$ cat src/rtl/usb_frame_packer.sv
// Packs ADC samples into fixed-length framed 16-bit words for the USB data FIFO.
// Optional checksum word before the trailer is enabled by defining USB_FRAME_CHECKSUM_EN.
module usb_frame_packer #(
  parameter int unsigned SAMPLES_PER_FRAME = 254,
  parameter logic [15:0] HEADER_WORD       = 16'hEB90,
  parameter logic [15:0] TRAILER_WORD      = 16'h5A5A
) (
  input  logic        clk,
  input  logic        reset_n,
  input  logic        in_acq_enable,
  input  logic [1:0]  in_chn_select,
  input  logic        in_adc_valid,
  input  logic [15:0] in_adc_data,
  input  logic        in_fifo_full,
  output logic        out_fifo_wr_en,
  output logic [15:0] out_fifo_din,
  input  logic        in_clr_status,
  output logic        out_busy,
  output logic [15:0] out_frame_count,
  output logic        out_overflow
);

  typedef enum logic [2:0] {
    S_IDLE, S_HEAD, S_INFO, S_DATA, S_PAD, S_CSUM, S_TAIL
  } state_t;

  localparam logic [9:0] LAST_SLOT = 10'(SAMPLES_PER_FRAME - 1);

  state_t      state;
  logic [9:0]  slot;
  logic        hold_full;
  logic [15:0] hold_data;
  logic [1:0]  chn;
  logic        word_present;
  logic [15:0] word;
  logic        wr;
  logic        drain;
  logic        accept;
  logic        take;
  logic        drop;
  logic        frame_start;
`ifdef USB_FRAME_CHECKSUM_EN
  logic [15:0] csum;
`endif

  // Word offered to the FIFO in the current state
  always_comb begin
    word_present = 1'b0;
    word         = 16'h0000;
    case (state)
      S_HEAD: begin
        word_present = 1'b1;
        word         = HEADER_WORD;
      end
      S_INFO: begin
        word_present = 1'b1;
        word         = {out_frame_count[7:0], 6'b000000, chn};
      end
      S_DATA: begin
        word_present = hold_full;
        word         = hold_full ? hold_data : 16'h0000;
      end
      S_PAD: begin
        word_present = 1'b1;
      end
      S_CSUM: begin
        word_present = 1'b1;
`ifdef USB_FRAME_CHECKSUM_EN
        word         = csum;
`endif
      end
      S_TAIL: begin
        word_present = 1'b1;
        word         = TRAILER_WORD;
      end
      default: begin
        word_present = 1'b0;
        word         = 16'h0000;
      end
    endcase
  end

  assign wr             = word_present & ~in_fifo_full;
  assign out_fifo_wr_en = wr;
  assign out_fifo_din   = word;
  assign out_busy       = (state != S_IDLE);

  // A held sample may be replaced in the same cycle it is written out
  assign drain       = (state == S_DATA) & wr;
  assign accept      = in_adc_valid & in_acq_enable;
  assign take        = accept & (~hold_full | drain);
  assign drop        = accept & hold_full & ~drain;
  assign frame_start = (state == S_IDLE) & in_acq_enable;

  always_ff @(posedge clk) begin
    if (!reset_n) begin
      state           <= S_IDLE;
      slot            <= 10'd0;
      hold_full       <= 1'b0;
      out_frame_count <= 16'h0000;
      out_overflow    <= 1'b0;
    end else begin
      if (take)
        hold_full <= 1'b1;
      else if (drain)
        hold_full <= 1'b0;

      if (drop)
        out_overflow <= 1'b1;
      else if (in_clr_status)
        out_overflow <= 1'b0;

      case (state)
        S_IDLE: begin
          slot <= 10'd0;
          if (in_acq_enable)
            state <= S_HEAD;
        end
        S_HEAD: if (wr) state <= S_INFO;
        S_INFO: begin
          if (wr) begin
            state <= S_DATA;
            slot  <= 10'd0;
          end
        end
        S_DATA, S_PAD: begin
          if (wr) begin
            if (slot == LAST_SLOT) begin
`ifdef USB_FRAME_CHECKSUM_EN
              state <= S_CSUM;
`else
              state <= S_TAIL;
`endif
            end else begin
              slot <= slot + 10'd1;
            end
          end else if (state == S_DATA && !hold_full && !in_acq_enable) begin
            state <= S_PAD;
          end
        end
        S_CSUM: if (wr) state <= S_TAIL;
        S_TAIL: begin
          if (wr) begin
            state           <= S_IDLE;
            out_frame_count <= out_frame_count + 16'd1;
          end
        end
        default: state <= S_IDLE;
      endcase
    end
  end

  // Datapath registers: meaningful only once qualified by the control state
  always_ff @(posedge clk) begin
    if (take)
      hold_data <= in_adc_data;
    if (frame_start)
      chn <= in_chn_select;
`ifdef USB_FRAME_CHECKSUM_EN
    if (frame_start)
      csum <= 16'h0000;
    else if (drain)
      csum <= csum + hold_data;
`endif
  end

endmodule

$ cat config.mk
export PLATFORM = sky130hd
export DESIGN_NAME = usb_frame_packer
export DESIGN_NICKNAME = d
export VERILOG_FILES = /design/src/rtl/usb_frame_packer.sv
export SDC_FILE = /design/constraint.sdc
export NUM_CORES = 1
export LEC_CHECK = 0
export CAP_MARGIN = 30
export CORE_MARGIN = 2
export CORE_UTILIZATION = 38
export CTS_CLUSTER_SIZE = 20
export DETAILED_ROUTE_END_ITERATION = 7
export PLACE_DENSITY = 0.65
export RECOVER_POWER = 25
export SYNTH_ARGS = -nofsm -noshare
export SYNTH_HDL_FRONTEND = slang
export SYNTH_SLANG_ARGS = --single-unit
$ cat constraint.sdc
create_clock -name clk -period 3.3 [get_ports clk]
set_input_delay 0.66 -clock clk [delete_from_list [all_inputs] [get_ports clk]]
set_output_delay 0.66 -clock clk [all_outputs]
set_load 0.01 [all_outputs]
Word-level counts from Yosys, hierarchy flattened

Index checks and enable logic that the tools add are counted.

Flip-flop bits (word level): 49
Input bits: 24
Output and inout bits: 35
Logic and storage cells: 70

Add/sub/neg operators: 2
Equal/unequal tests: 16
Muxes and demuxes: 20
Bitwise gates (word level): 11
Reductions and logical operators: 14

Operators by type and width:

| operator                                              | number |
|---|---|
| case mux 16 bit (4 select lines)                      | 1 |
| two-way mux 10 bit                                    | 3 |
| case mux 10 bit (3 select lines)                      | 1 |
| two-way mux 3 bit                                     | 8 |
| case mux 3 bit (6 select lines)                       | 1 |
| adder 16 x 1 -> 16 bit (second input constant)        | 1 |
| two-way mux 16 bit                                    | 1 |
| inequality test 2 bit (second input constant)         | 7 |
| adder 10 x 1 -> 10 bit (second input constant)        | 1 |
| equality test 10 x 8 -> 1 bit (second input constant) | 1 |
| equality test 3 bit (second input constant)           | 3 |
| AND 1 bit                                             | 7 |
| AND reduction 7 bit                                   | 1 |
| equality test 3 x 2 -> 1 bit (second input constant)  | 2 |
| inequality test 3 bit (second input constant)         | 2 |
| nonzero test 3 bit                                    | 2 |
| OR reduction 5 bit                                    | 1 |
| two-way mux 1 bit                                     | 4 |
| AND reduction 4 bit                                   | 1 |
| nonzero test 2 bit                                    | 2 |
| equality test 3 x 1 -> 1 bit (second input constant)  | 1 |
| logical NOT 3 bit                                     | 1 |
| NOT 1 bit                                             | 3 |
| logical AND 1 bit                                     | 2 |
| other kinds (5)                                       | 6 |

Longest topological paths before layout

Gate-level depths: netlist (run 1).

Depth after elaboration: 8
Mapped depth: 8
Mapped depth without buffers: 7

Worst setup path after synthesis (run 1)

Ideal clock, no wire load.

Path type: input-to-reg
From: in in_fifo_full
To: reg hold_data[0] (enable)
Library setup time: 390 ps
Arrival time: 1909 ps
Data required time: 2910 ps
Setup slack: 1001 ps
Stages: 3
Buffers on the path: 1
Cell sequence: clkbuf_8 o31ai_1 nor2b_1

Word-level cells in the longest chain between the ends: 5

RTL lines:

| element              | RTL line | RTL |
|---|---|---|
| start, declared      | 14       | `input logic in_fifo_full,` |
| NOT 1 bit            | 83       | `assign wr = word_present & ~in_fifo_full;` |
| AND 1 bit            | 83       |  |
| AND 1 bit            | 89       | `assign drain = (state == S_DATA) & wr;` |
| OR 1 bit             | 91       | `assign take = accept & (~hold_full \| drain);` |
| AND 1 bit            | 91       |  |
| via take             | 39       | `logic take;` |
| end signal, assigned | 156      | `hold_data <= in_adc_data;` |
| end, declared        | 32       | `logic [15:0] hold_data;` |

The timed path passes the listed nets, and every way through them passes these cells.
A chain may end at the register's enable or synchronous reset.

Final worst setup path (run 1)

From: reg state[1]
To: out out_fifo_wr_en

Word-level cells in the longest chain between the ends: 4
Elaborated cells between the ends (all ways): 9
Classes of those cells: eq/ne (6); mux (1); bitwise (1); reduce/logical (1)

RTL lines:

| element                                           | RTL line | RTL |
|---|---|---|
| start, declared                                   | 29       | `state_t state;` |
| start signal, assigned                            | 97       | `state <= S_IDLE;` |
| start signal, assigned                            | 117      | `state <= S_HEAD;` |
| start signal, assigned                            | 119      | `S_HEAD: if (wr) state <= S_INFO;` |
| equality test 3 bit, or another cell as far along | 50       | `case (state)` |
| OR reduction 5 bit (no source line)               | -        |  |
| case mux 1 bit (2 select lines) *                 | 50       |  |
| AND 1 bit *                                       | 83       |  |
| end, declared                                     | 15       | `output logic out_fifo_wr_en,` |

Every way passes the cells marked *; elsewhere a longest branch is shown, timed or not.

==> results of run 1 <==
-- layout make-up --
class | instances | area share
clock buffers | 7 | 0.0235
clock inverters | 1 | 0.00154
multi-input cells | 194 | 0.387
flip-flops and latches | 49 | 0.358
well taps | 77 | 0.0297
repair buffers | 64 | 0.193
inverters | 7 | 0.00810
-- flip-flops by register name (all words and copies together), names as in the netlist --
name / cells
slot: 10
chn: 2
hold_full: 1
out_frame_count: 16
hold_data: 16
out_overflow: 1
state: 3
-- cells by family (layout without fill, tap and decap cells) --
group,after synthesis,count (layout),synth area share
AND/OR/NAND/NOR,119,119,0.263
AO/OA/AOI/OAI,51,51,0.142
flip-flops,49,49,0.456
buffers and inverters,22,79,0.0520
XOR/XNOR,19,19,0.0653
adder cells (fa/ha/maj),3,3,0.0147
multiplexers,2,2,0.00786
-- tightest hold or removal path, stage by stage, from the launching register on --
cell and delay, ps:
sky130_fd_sc_hd__dfxtp_1 340, sky130_fd_sc_hd__nor2_1 110, sky130_fd_sc_hd__a211oi_1 40
-- routing by layer --
metal	part of all wire	track usage	up-vias
met5	0	0	-
met4	0.014	0.0519	0
met3	0.048	0.0250	8
met2	0.44	0.236	51
met1	0.50	0.216	955
li1	-	-	1061
-- Yosys cell counts (all sizes together), types with 5 or more instances --
| master | number | area share |
|---|---|---|
| and2 | 15 | 0.037 |
| clkbuf | 9 | 0.021 |
| nor3 | 10 | 0.020 |
| inv | 7 | 0.010 |
| dfxtp | 31 | 0.24 |
| a21oi | 8 | 0.016 |
| xnor2 | 11 | 0.038 |
| or3 | 5 | 0.012 |
| nand2 | 25 | 0.037 |
| nand4 | 7 | 0.023 |
| o21ai | 12 | 0.024 |
| a21boi | 12 | 0.035 |
| nand3 | 9 | 0.018 |
| edfxtp | 18 | 0.21 |
| nand2b | 5 | 0.012 |
| buf | 6 | 0.021 |
| o22ai | 5 | 0.012 |
| nor2b | 5 | 0.012 |
| nor2 | 20 | 0.030 |
| xor2 | 8 | 0.027 |
-- power breakdown --
part	switching, mW	leakage (nW)	internal, mW
Clock	0.194	0.0422	0.149
Combinational	0.243	0.681	0.274
Sequential	0.0751	0.418	0.657
-- cells in the final DEF, fill, tap and decap left out, types with 2 or more instances in the layout --
cell type / n
sky130_fd_sc_hd__a211oi_1: 2
sky130_fd_sc_hd__xor2_1: 8
sky130_fd_sc_hd__clkdlybuf4s50_1: 37
sky130_fd_sc_hd__mux2i_1: 2
sky130_fd_sc_hd__a21oi_1: 8
sky130_fd_sc_hd__a22oi_1: 3
sky130_fd_sc_hd__a21boi_0: 11
sky130_fd_sc_hd__o22ai_1: 5
sky130_fd_sc_hd__nand4_1: 6
sky130_fd_sc_hd__xnor2_1: 11
sky130_fd_sc_hd__nor2b_1: 5
sky130_fd_sc_hd__nor4_1: 3
sky130_fd_sc_hd__clkbuf_8: 5
sky130_fd_sc_hd__buf_4: 6
sky130_fd_sc_hd__edfxtp_1: 18
sky130_fd_sc_hd__nand2_1: 25
sky130_fd_sc_hd__clkbuf_1: 2
sky130_fd_sc_hd__and3_1: 3
sky130_fd_sc_hd__ha_1: 3
sky130_fd_sc_hd__o21ai_0: 11
sky130_fd_sc_hd__dlygate4sd3_1: 21
sky130_fd_sc_hd__nor3b_1: 3
sky130_fd_sc_hd__nor3_1: 10
sky130_fd_sc_hd__o31ai_1: 3
sky130_fd_sc_hd__nand2b_1: 5
sky130_fd_sc_hd__dfxtp_1: 31
sky130_fd_sc_hd__and4_1: 2
sky130_fd_sc_hd__and2_1: 14
sky130_fd_sc_hd__nand3_1: 9
sky130_fd_sc_hd__inv_1: 7
sky130_fd_sc_hd__or3_1: 5
sky130_fd_sc_hd__nor2_1: 19
-- worst max-delay path by stage --
stage               slack (ps)                     end  cells after the start
finish                     400          out_fifo_wr_en                      4
detailed placement         540          out_fifo_wr_en                      3
global route               230          out_fifo_wr_en                      4
global placement           580          out_fifo_wr_en                      3
floorplan                 1000  hold_data[0]$_DFFE_PP_                      3
CTS                        360          out_fifo_wr_en                      4
-- metrics by stage --
stage | util | hold WS, ps
detailed placement | 0.493 | 524
finish | 0.505 | 533
floorplan | - | 485
global route | 0.505 | 565
CTS | 0.505 | 536
global placement | 0.493 | 509
==> results.txt, run 1 <==
The total number of H-tree levels was 2; the global-route wire length before repair was 9100 um. The actual slew at the worst max-slew pin is 770 ps, and the total of fill cells in the finished design is 617. The relative slew slack was 0.486; the number of cells upsized or downsized after cts was 0.

The portion of the clock cycle consumed by the worst path in the final layout is 0.878. Walking the worst path, the cells encountered are buf_4 -> nor3_1 -> nor3_1 -> clkdlybuf4s50_1. The tools report the all-layer global routing usage as 0.152. The share of synthesized area occupied by flip-flops and latches was 0.456. Initial antenna violation count: 0. The worst hold path begins at slot[1]$_SDFFE_PN0P_. The count of pins over their slew limit was 0; the final setup violation count was 0. The congestion estimate from routability-driven global placement came to 0.807. The logs give 27 for the maximum number of pins on one net before global-route repair and 5400 um for the final wirelength. In this run the standard cell core region covers 0.00642 mm2. Dividing the detail-routed via count by the number of cells gives 5.20. The overall die height is 85.9 um, and the number of clock sinks is 49. In this run the critical register-to-register path is captured at hold_data[5]$_DFFE_PP_. For this run, the slowest stage of the critical path takes 800 ps. The aggregate global routing overflow is 0, and the cell count after placement is 391.

The type of the setup path with the least slack is flop to output pin. After clock tree synthesis, the setup repair step added 0 buffers. The leading register cell type out of synthesis was sky130_fd_sc_hd__dfxtp_1.

The worst setup timing slack at the placement stage is 539 ps, and the clock latency on the worst-skew pair is 300 ps. The cell with the largest stage delay on the worst path is sky130_fd_sc_hd__dfxtp_1. The tools report the post-route cell area as 0.00325 mm2.

The worst hold path class is flop to flop. Destination of the worst hold path: slot[1]$_SDFFE_PN0P_. The root buffer cell chosen for the clock tree is sky130_fd_sc_hd__clkbuf_8.

Synthesis produced 265 cells. The worst-case reg-to-reg path depth is 4. The total half-perimeter wirelength after legalization and detailed placement is 3840 um. After the last flow step, the layout net total stands at 348. The number of antenna repair diodes was 0.

The critical path capture point type was an output pin. The total of flip-flops plus latches after synthesis is 49, and the number of cells traversed by the worst hold path is 2. The number of enable-type register cells in the synthesized netlist was 18.

The starting density of the core came out at 0.397. Setup repair after global routing left no endpoint under its margin. The tools report the count of warnings emitted by yosys as 0. The tools report the maximum root-to-sink buffer count as 2.

Static timing analysis puts the maximum clock frequency at 345 MHz. Dividing the detail-routed wire length by the instance count gives 13.5 um. 59 I/O pins were placed.

STA classifies the critical path startpoint as a flop. After detailed placement, the total cell area comes to 0.00316 mm2. In this run the worst path has a maximum fanout of 24. The synthesized netlist occupies a cell area of 0.00255 mm2.

The x dimension of the die works out to 85.9 um. The final reports fail on design-rule violations. The number of unique standard cell types used by synthesis was 48; the post-route worst setup slack was 403 ps.

The first routing iteration left 79 violations. Dividing total power by cell area gives a power density of 491 mW/mm2. Once detail routing completed, the nets flagged for antenna violations numbered 0. For the standby leakage power, the log shows 1.14 nW. In this run the worst setup path begins at state[1]$_SDFFE_PN0P_.

The fraction of registers with async set/reset came out at 0. Across the run, the number of max-cap violations was 0. The clock period could shrink to 2900 ps. Quantity of I/O buffers inserted on ports: 58.

In this design, the critical path's most frequently occurring cell is sky130_fd_sc_hd__nor3_1. The synthesis-to-finish area growth is 27.3%, and the die outline area is 0.00738 mm2. Together, buffers and inverters on the worst path number 2. The maximum resistive drop on vdd was 0.000241 V.

Across all layers, the routed design uses 2075 vias. The multi-input gate area in the final layout was 0.00125 mm2; the clock buffer count from CTS was 5. The startpoint identified for the worst register-to-register timing path is state[0]$_SDFFE_PN0P_. TritonCTS built the clock tree. Between clock sinks in the finished design, the worst skew comes to 13.2 ps.

The first detailed-routing pass ran for 7 iterations. STA puts the critical path data required time at 2640 ps. Data on the critical path arrives at its endpoint at 2240 ps. The flow ran to the end, but the final reports show violations. Summing all flip-flop and latch instances after layout gives 0.00116 mm2.

For this run, design rule violations remaining after detail routing come to 5. After clock tree synthesis, the flow added hold-fix buffers numbering 0. The number of hold-slack violations in the final timing report was 0. The average instance in the mapped netlist occupies 9.62 um2.

The proportion of layout cells with a drive suffix above 1 came out at 0.0714. The via count of the first global-routing pass is 1955, and the post-synth net total is 292. The family with the most delay on the worst path was buffers and inverters. Final total power: 1.59 mW. The clock-pin slew on the worst setup and hold paths came out at 80 ps.

The final sum of negative setup slack was 0 ps; the final instance count without filler cells was 399. The logs give 29 for the placement row count and 1090 ps for the reg-to-reg setup timing slack.
No activity file was read; power rests on OpenSTA's default activity.
==> run 2: changes to the inputs <==
CORE_MARGIN = default   (was 2)
==> results.txt, run 2 (same netlist as run 1, synthesis figures left out) <==
The run finished, with violations left. The final reports fail on design-rule violations. The placement row count is 29. The post-CTS repair timing setup buffer count came out at 0. Post-route cell area: 0.00325 mm2. The starting density of the core came out at 0.397. The proportion of layout cells with a drive suffix above 1 is 0.0748. The logs give 1943 for the via count of the first global-routing pass and 0.757 for the last weighted congestion value of the routability-driven placer.

Leaving out fill and tap cells, the most frequent cell in the layout is sky130_fd_sc_hd__clkdlybuf4s50_1. The overall die height works out to 83.9 um. For this run the aggregate overflow at the end of global routing stands at 0. Setup slack on the critical path of the routed design comes to 288 ps. The number of antenna diodes in the final layout is 0.

The number of cells upsized or downsized after cts came out at 0. The detailed-route DRC error count is 12. The startpoint identified for the worst register-to-register timing path is state[1]$_SDFFE_PN0P_. Final hold analysis gives a worst-case slack of 537 ps. The critical path goes through nand2_1 -> nor2_1 -> nor3_1 -> clkdlybuf4s50_1.

For the maximum resistive drop on vdd, the log shows 0.000377 V. The top cell types in the final layout, fill and taps aside, are sky130_fd_sc_hd__clkdlybuf4s50_1 (36), sky130_fd_sc_hd__dfxtp_1 (31), sky130_fd_sc_hd__nand2_1 (25). The count of pins over their slew limit was 0. The first global-routing pass estimated 9160 um of wire. The cts-stage hold buffer count was 0. The clock period minus worst slack was 3010 ps; the number of nets in the final layout was 347. The logs give 0 for the number of hold-slack violations in the final timing report and 36 for the maximum number of pins on one net before global-route repair.

The endpoint of the worst register-to-register path is hold_data[11]$_DFFE_PP_. TritonCTS built the clock tree. The total half-perimeter wirelength after legalization and detailed placement is 3780 um, and the standby leakage power is 1.15 nW. The actual slew at the worst max-slew pin came out at 964 ps. Kind of launch point of the worst setup path: a flop. The x dimension of the die came out at 83.9 um. The max-capacitance violation count was 0; the required time at the worst-slack endpoint was 2640 ps.

For the relative slew slack, the log shows 0.357. For this block, the initial DRC count from the detailed router was 79. The largest registers in the layout are hold_data x16, out_frame_count x16, slot x10. In this run the worst path has a maximum fanout of 31. On the final layout, the worst clock skew is 9.06 ps. Worst endpoint data arrival time: 2350 ps.

The portion of the clock cycle consumed by the worst path in the final layout came out at 0.913. The largest stage delay on the critical path was 960 ps. The share of the core filled with cells in the final layout was 0.507; the number of stages on the worst setup path was 4. The die covers 0.00704 mm2. The clock-pin slew on the worst setup and hold paths is 90 ps.

Setup repair after global routing left no endpoint under its margin. In this run, CTS created clock tree buffers numbering 5. The start point of the critical path is state[1]$_SDFFE_PN0P_. Among cell families on the critical path, the largest total delay comes from flip-flops.

Total power divided by cell area: 496 mW/mm2. In the routed layout, each cell is associated on average with a via count of 5.19. The instance area after placement came out at 0.00316 mm2. The initial antenna violation count was 0. Setup violations remaining at the end of the flow were counted as 0. The cell count after placement was 390; the iteration count of the initial detailed-routing pass was 7.

At the later pin of the worst-skew pair, clock insertion delay measures 300 ps. Timing would allow up to 332 MHz. The design draws 1.62 mW.

Across all layers, the routed design uses 2065 vias. CTS saw 49 sinks. The worst hold path belongs to the class flop to flop.

The buffers plus inverters on the worst setup path was 1; the quantity of I/O buffers inserted on ports was 58. The final wirelength is 5340 um, and the worst setup timing slack at the placement stage is 578 ps. The tools report the critical path endpoint as out_fifo_wr_en.

For flop-to-flop paths, the worst setup slack is 920 ps. Cell with the largest stage delay on the worst path: sky130_fd_sc_hd__dfxtp_1. The synthesis-to-finish area growth came out at 27.6%. The worst setup path is of the flop to output pin kind. The maximum root-to-sink buffer count was 2; the all-layer global routing usage was 0.164. After floorplanning, the core was sized to cover 0.00642 mm2. Measured in cells, the most critical reg-to-reg path has a length of 4.

After detailed routing, the average wire length per cell comes to 13.4 um. In this run the count of I/O pins placed on the die edge is 59. The total number of H-tree levels is 2. For the count of antenna-violating nets left after detailed routing, the log shows 0. Adding up every negative setup slack in the final design gives 0 ps. STA classifies the critical path endpoint as an output pin. Excluding fillers, the count of instances in the completed layout stands at 398. Cell at the root of the clock tree: sky130_fd_sc_hd__clkbuf_8.
run 2: worst min path at each step:
| stage | start | endpoint | cells past startpoint |
|---|---|---|---|
| after floorplan | slot[5]$_SDFFE_PN0P_ | slot[5]$_SDFFE_PN0P_ | 2 |
| after global placement | slot[5]$_SDFFE_PN0P_ | slot[5]$_SDFFE_PN0P_ | 2 |
| after detailed placement | slot[5]$_SDFFE_PN0P_ | slot[5]$_SDFFE_PN0P_ | 2 |
| after CTS | out_frame_count[8]$_SDFFE_PN0P_ | out_frame_count[8]$_SDFFE_PN0P_ | 2 |
| after global routing | out_frame_count[8]$_SDFFE_PN0P_ | out_frame_count[8]$_SDFFE_PN0P_ | 2 |
| final | out_frame_count[8]$_SDFFE_PN0P_ | out_frame_count[8]$_SDFFE_PN0P_ | 2 |
run 2: power breakdown:
| group | switching, mW | total (mW) | internal [mW] |
|---|---|---|---|
| combinational | 0.270 | 0.539 | 0.270 |
| clock | 0.202 | 0.372 | 0.170 |
| sequential | 0.0461 | 0.703 | 0.657 |
| total | 0.518 | 1.62 | 1.10 |
run 2: cell type report:
type / instances / area, um2
fillers: 625 / 3170
multi-input cells: 194 / 1250
flip-flops and latches: 49 / 1160
repair buffers: 63 / 618
well taps: 77 / 96.3
clock buffers: 6 / 82.6
inverters: 7 / 26.3
clock inverters: 2 / 13.8
run 2: layer usage:
layer	GRT usage	routed length (um)	vias up
met3	0.0326	242	9
li1	-	-	1050
met4	0.0627	97	0
met1	0.219	2600	948
met5	0	0	-
met2	0.262	2400	58
run 2: tightest hold or removal path: stages (launching register included):
cell	delay, ps
sky130_fd_sc_hd__dfxtp_1	350
sky130_fd_sc_hd__o21ai_0	80
sky130_fd_sc_hd__a21boi_0	70
==> patch 1, RTL diff (config.mk and constraints of run 2) <==
Build with the macro `USB_FRAME_CHECKSUM_EN` defined.
--- a/src/rtl/usb_frame_packer.sv
+++ b/src/rtl/usb_frame_packer.sv
@@ -1,5 +1,7 @@
 // Packs ADC samples into fixed-length framed 16-bit words for the USB data FIFO.
 // Optional checksum word before the trailer is enabled by defining USB_FRAME_CHECKSUM_EN.
+`define USB_FRAME_CHECKSUM_EN
+
 module usb_frame_packer #(
   parameter int unsigned SAMPLES_PER_FRAME = 254,
   parameter logic [15:0] HEADER_WORD       = 16'hEB90,
Check against the original RTL: same outputs for any inputs over 10 cycles, from zero or initial values and one cycle with reset_n low; that may be too few to reach the edited logic, so the function may still have changed.
==> patch 1 against run 2 <==
Setup slack worse by 0.10 ns; area after synthesis up 44%; die area up 42%; sequential cell count up 16; critical path depth unchanged; wire length up 67%; maximum frequency down 3.2%; power up 38%; cell area up 39%.
==> patch 1: results (changes against run 2) <==
Insertion delay of the later-clocked pin in the worst-skew pair: 0.35 ns (+0.05 ns)
Maximum vdd ir drop: 0.000193 V (-49%)
Cell internal power dissipation: 0.00146 W (+33%)
Fraction of synthesized cell area in xor and xnor cells: 8.14% (+1.6 points)
Pre-Repair DR Iteration Count: 5 (-2)
Compound-Gate Fraction of Synth Area: 17.7% (+3.5 points)
Violation count after the first detailed-routing iteration: 94 (+19%)
Cell types with the largest area share after synthesis: sky130_fd_sc_hd__dfxtp_1 26%, sky130_fd_sc_hd__edfxtp_1 15%, sky130_fd_sc_hd__ha_1 6.2%
Hold-critical path endpoint: csum[0]
Share of synthesized area occupied by flip-flops and latches: 40.5% (-5.1 points)
Setup WS pre-CTS: 0.537 ns (-0.0410 ns)
Instance area after placement: 0.00437 mm^2 (+38%)
Number of fill cells: 933 (+49%)
Slowest Stage Delay on Critical Path: 0.79 ns (-0.17 ns)
DP Cell Count: 582 (+49%)
Period utilisation layout: 94.3% (+3.0 points)
H-tree levels: 3 (+1)
Dpl hpwl: 6560 um (+73%)
Largest fanout on the critical path: 22 (-29%)
Mux cell area share after synthesis: 0.274% (-0.51 points)
Net Count, Synth: 449 (+54%)
Global-route wire length before repair: 14800 um (+62%)
Post-synthesis share of cell area spent on full adders, half adders and majority gates: 6.70% (+5.2 points)
Arrival time of the worst setup path: 2.45 ns (+0.10 ns)
Critical Path Sink: out_fifo_din[8]
Ranking of synthesized cells by instance count: 57 x sky130_fd_sc_hd__nand2_1, 47 x sky130_fd_sc_hd__dfxtp_1, 27 x sky130_fd_sc_hd__a21oi_1
Root Driver: sky130_fd_sc_hd__clkbuf_8
Clock edge transition at the registers on the reported setup and hold paths: 0.07 ns (-0.02 ns)
Routability Congestion: 0.868 (+15%)
Number of global-route vias before repair: 3174 (+63%)
Worst setup skew after layout: 0.00977 ns (+0.000706 ns)
Syn_area_per_cell: 9.01 um^2 (-6.3%)
TritonCTS Buffers: 9 (+4)
Average routed wire per standard cell: 14.9 um (+11%)
Logic depth of the worst register-to-register path: 7 (+3)
Static leakage power: 1.74 nW (+51%)
Count of cell types in the netlist: 58 (+21%)
Comb power: 0.000671 W (+24%)
Number of standard cells in the final layout excluding fillers: 598 (+50%)
Share of layout cells above drive strength 1: 7.68% (+0.20 points)
Global-route total usage across every layer: 18.9% (+2.5 points)
Number of nets in the layout: 507 (+46%)
Leading registers by flop count: csum (16), hold_data (16), out_frame_count (16)
Cells on Worst Hold Path: 2 (unchanged)
Launch instance of the worst min-delay path: csum[0]
Endpoint of the worst register-to-register path: csum[14]
Reg-to-reg slack, setup: 0.88 ns (-0.04 ns)
Clk pwr share: 27.1% (+4.0 points)
Maximum number of pins on one net before global-route repair: 23 (-36%)
Maximum root-to-sink buffer count: 2 (unchanged)
Worst flop-to-flop path startpoint: state[0]
Status: finished, final reports clean
Worst slack on hold paths: 0.481 ns (-0.0561 ns)
Total vias in the final route: 3073 (+49%)
## patch 1: changes by cell type after synthesis, sizes merged, moves of 8 or more
cell | before | now
nand2 | 25 | 58
a21oi | 8 | 28
dfxtp | 31 | 47
o21ai | 12 | 28
ha | 3 | 18
a21boi | 12 | 3
nand3 | 9 | 18
xnor2 | 11 | 19
## patch 1: routing by layer
metal / vias up / global-route usage, % / routed length (um)
li1: 1561 / - / -
met3: 13 / 4.67 / 332
met4: 0 / 7.92 / 153
met5: - / 0 / 0
met2: 53 / 33.2 / 4390
met1: 1446 / 21.9 / 4030
## patch 1: final cells by class
class	count	area (um^2)	share of cell area (%)
multi-input combinational	310	2030	44.9
inverter	11	41.3	0.912
sequential	65	1480	32.7
clock inverter	6	40.0	0.884
tap	129	161	3.56
timing repair buffer	67	644	14.2
clock buffer	10	128	2.82
==> patch 2, RTL diff (settings of run 2) <==
Without the edit above. Put one more register stage on the output `out_frame_count`, with the module's reset. The value now appears one clock later. The other outputs are not delayed to match.
--- a/src/rtl/usb_frame_packer.sv
+++ b/src/rtl/usb_frame_packer.sv
@@ -25,6 +25,8 @@
   } state_t;
 
   localparam logic [9:0] LAST_SLOT = 10'(SAMPLES_PER_FRAME - 1);
+
+  logic [15:0] out_frame_count_s0;
 
   state_t      state;
   logic [9:0]  slot;
@@ -54,7 +56,7 @@
       end
       S_INFO: begin
         word_present = 1'b1;
-        word         = {out_frame_count[7:0], 6'b000000, chn};
+        word         = {out_frame_count_s0[7:0], 6'b000000, chn};
       end
       S_DATA: begin
         word_present = hold_full;
@@ -97,7 +99,7 @@
       state           <= S_IDLE;
       slot            <= 10'd0;
       hold_full       <= 1'b0;
-      out_frame_count <= 16'h0000;
+      out_frame_count_s0 <= 16'h0000;
       out_overflow    <= 1'b0;
     end else begin
       if (take)
@@ -142,7 +144,7 @@
         S_TAIL: begin
           if (wr) begin
             state           <= S_IDLE;
-            out_frame_count <= out_frame_count + 16'd1;
+            out_frame_count_s0 <= out_frame_count_s0 + 16'd1;
           end
         end
         default: state <= S_IDLE;
@@ -164,5 +166,13 @@
 `endif
   end
 
+  always_ff @(posedge clk) begin
+    if (!reset_n) begin
+      out_frame_count <= '0;
+    end else begin
+      out_frame_count <= out_frame_count_s0;
+    end
+  end
+
 endmodule
 
Check against the original RTL: no difference found for any inputs over 10 cycles, from zero or initial values and one cycle with reset_n low; that may be too few to reach the edited logic, so the function may still have changed.
==> patch 2 against run 2 <==
Register-to-register slack better by 0.09 ns; cell area is 15% higher; setup slack better by 0.16 ns; wire length is 17% higher; power is 22% higher; hold slack worse by 0.042 ns; synthesized cell count is 14% higher; sequential cell count is 16 higher; area after synthesis is 14% higher; critical path type unchanged.
==> patch 2: results (changes against run 2) <==
Count of synthesis-stage warnings from yosys: 0 (unchanged)
Share of layout cells above drive strength 1: 8.31% (+0.83 points)
Instance area after placement: 0.00356 mm^2 (+13%)
Gates resized, CTS repair: 0 (unchanged)
Leading registers by flop count: hold_data (16), out_frame_count (16), out_frame_count_s0 (16)
Number of global-route vias before repair: 2225 (+15%)
Total vias in the final route: 2354 (+14%)
Global-route total usage across every layer: 17.3% (+0.91 points)
Maximum root-to-sink buffer count: 2 (unchanged)
Insertion delay of the later-clocked pin in the worst-skew pair: 0.34 ns (+0.04 ns)
Net Count, Synth: 329 (+13%)
Number of fill cells: 661 (+5.8%)
Arrival time of the worst setup path: 2.19 ns (-0.16 ns)
Type of the most critical hold path: register to register
Maximum vdd ir drop: 0.000230 V (-39%)
Average routed wire per standard cell: 13.6 um (+1.7%)
Number of antenna violations at the first check in global routing: 0 (unchanged)
CP max stage cell: sky130_fd_sc_hd__clkdlybuf4s50_1
Dpl hpwl: 4290 um (+13%)
Largest fanout on the critical path: 24 (-23%)
Share of async-settable or async-resettable flops after synthesis: 0% (unchanged)
Final setup fails: 0 (unchanged)
Ant diodes: 0 (unchanged)
TritonCTS Buffers: 9 (+4)
Launch instance of the worst min-delay path: out_frame_count_s0[14]
Cell count after synthesis: 302 (+14%)
Static leakage power: 1.29 nW (+12%)
Maximum number of pins on one net before global-route repair: 29 (-19%)
Worst setup skew after layout: 0.0115 ns (+0.00242 ns)
Number of nets in the layout: 383 (+10%)
IO Port Bufs: 58 (unchanged)
Routability Congestion: 0.770 (+1.8%)
Tightest slew margin relative to the limit: 40.3% (+4.6 points)
Pre-Repair DR Iteration Count: 4 (-3)
Share of synthesized area occupied by flip-flops and latches: 50.8% (+5.3 points)
Slowest Stage Delay on Critical Path: 0.57 ns (-0.39 ns)
Ranking of synthesized cells by instance count: 47 x sky130_fd_sc_hd__dfxtp_1, 26 x sky130_fd_sc_hd__a21oi_1, 23 x sky130_fd_sc_hd__nand2_1
Top_reg_cell synth: sky130_fd_sc_hd__dfxtp_1
Count of cell types in the netlist: 47 (-2.1%)
DP Cell Count: 444 (+14%)
Status: finished, final reports clean
Beginning of the critical path: state[2]
Cell types with the largest area share after synthesis: sky130_fd_sc_hd__dfxtp_1 32%, sky130_fd_sc_hd__edfxtp_1 19%, sky130_fd_sc_hd__a21oi_1 4.5%
Violation count after the first detailed-routing iteration: 69 (-13%)
Buffers inserted during post-CTS setup optimization: 0 (unchanged)
Clock edge transition at the registers on the reported setup and hold paths: 0.08 ns
H-tree levels: 3 (+1)
Number of standard cells in the final layout excluding fillers: 460 (+16%)
Global-route wire length before repair: 10500 um (+15%)
Number of synthesized flops with an enable pin: 18 (unchanged)
Root Driver: sky130_fd_sc_hd__clkbuf_8
-- patch 2: changes by cell type after synthesis, moves of 5 or more --
cell,delta
sky130_fd_sc_hd__xnor2_1,-10
sky130_fd_sc_hd__nand3_1,+5
sky130_fd_sc_hd__dfxtp_1,+16
sky130_fd_sc_hd__or4_1,+6
sky130_fd_sc_hd__nor3_1,-6
sky130_fd_sc_hd__a21boi_0,-11
sky130_fd_sc_hd__or3_1,+5
sky130_fd_sc_hd__a21oi_1,+18
-- patch 2: metal layers --
| layer | share of wire, % | track usage [%] | vias up |
|---|---|---|---|
| li1 | - | - | 1200 |
| met1 | 47 | 22.3 | 1095 |
| met2 | 47 | 27.3 | 51 |
| met3 | 5.5 | 4.75 | 8 |
| met4 | 1.1 | 7.50 | 0 |
| met5 | 0 | 0 | - |
-- patch 2: logic make-up after synthesis --
logic type | Yosys count | share of synthesized area (%)
compound gates | 61 | 12.8
xor+xnor | 7 | 2.10
fa+ha+maj | 4 | 1.67
buf+inv | 28 | 4.33
flops | 65 | 50.8
mux | 10 | 3.61
simple gates | 127 | 24.6
-- patch 2: final cells by class --
| cell class | count | area (um^2) | share of cell area [%] |
|---|---|---|---|
| Clock buffer | 10 | 149 | 3.97 |
| Clock inverter | 6 | 46.3 | 1.23 |
| Inverter | 8 | 30.0 | 0.800 |
| Multi-Input combinational cell | 209 | 1310 | 34.8 |
| Sequential cell | 65 | 1480 | 39.5 |
| Tap cell | 99 | 124 | 3.30 |
| Timing Repair Buffer | 63 | 614 | 16.4 |
-- patch 2: metrics by stage --
stage	util, %	hold slack, ns	setup WS [ns]
finish	51.2	0.495	0.447
global route	51.2	0.519	0.296
CTS	51.2	0.493	0.451
detailed placement	48.6	0.473	0.512
global placement	48.6	0.468	0.560
floorplan	-	0.439	1.02
-- patch 2: worst paths after layout --
check / endpoint / slack, ns / cells past startpoint
setup reg to reg: out_frame_count_s0[14] / 1.01 / 4
setup / recovery: out_fifo_din[3] / 0.45 / 4
hold reg to reg: out_frame_count[14] / 0.49 / 2
hold / removal: out_frame_count[14] / 0.49 / 2
-- patch 2: power by group --
part | internal, W | total, W | switching (W) | leakage (nW)
Clock | 0.000325 | 0.000655 | 0.000330 | 0.103
Combinational | 0.000203 | 0.000450 | 0.000248 | 0.636
Sequential | 0.000848 | 0.000865 | 0.0000174 | 0.547
-- patch 2: critical path, delay by kind of cell (launching register included) --
family / cells / cell delay (ns)
compound gates: 1 / 0.20
buf+inv: 1 / 0.57
flops: 1 / 0.55
simple gates: 2 / 0.55
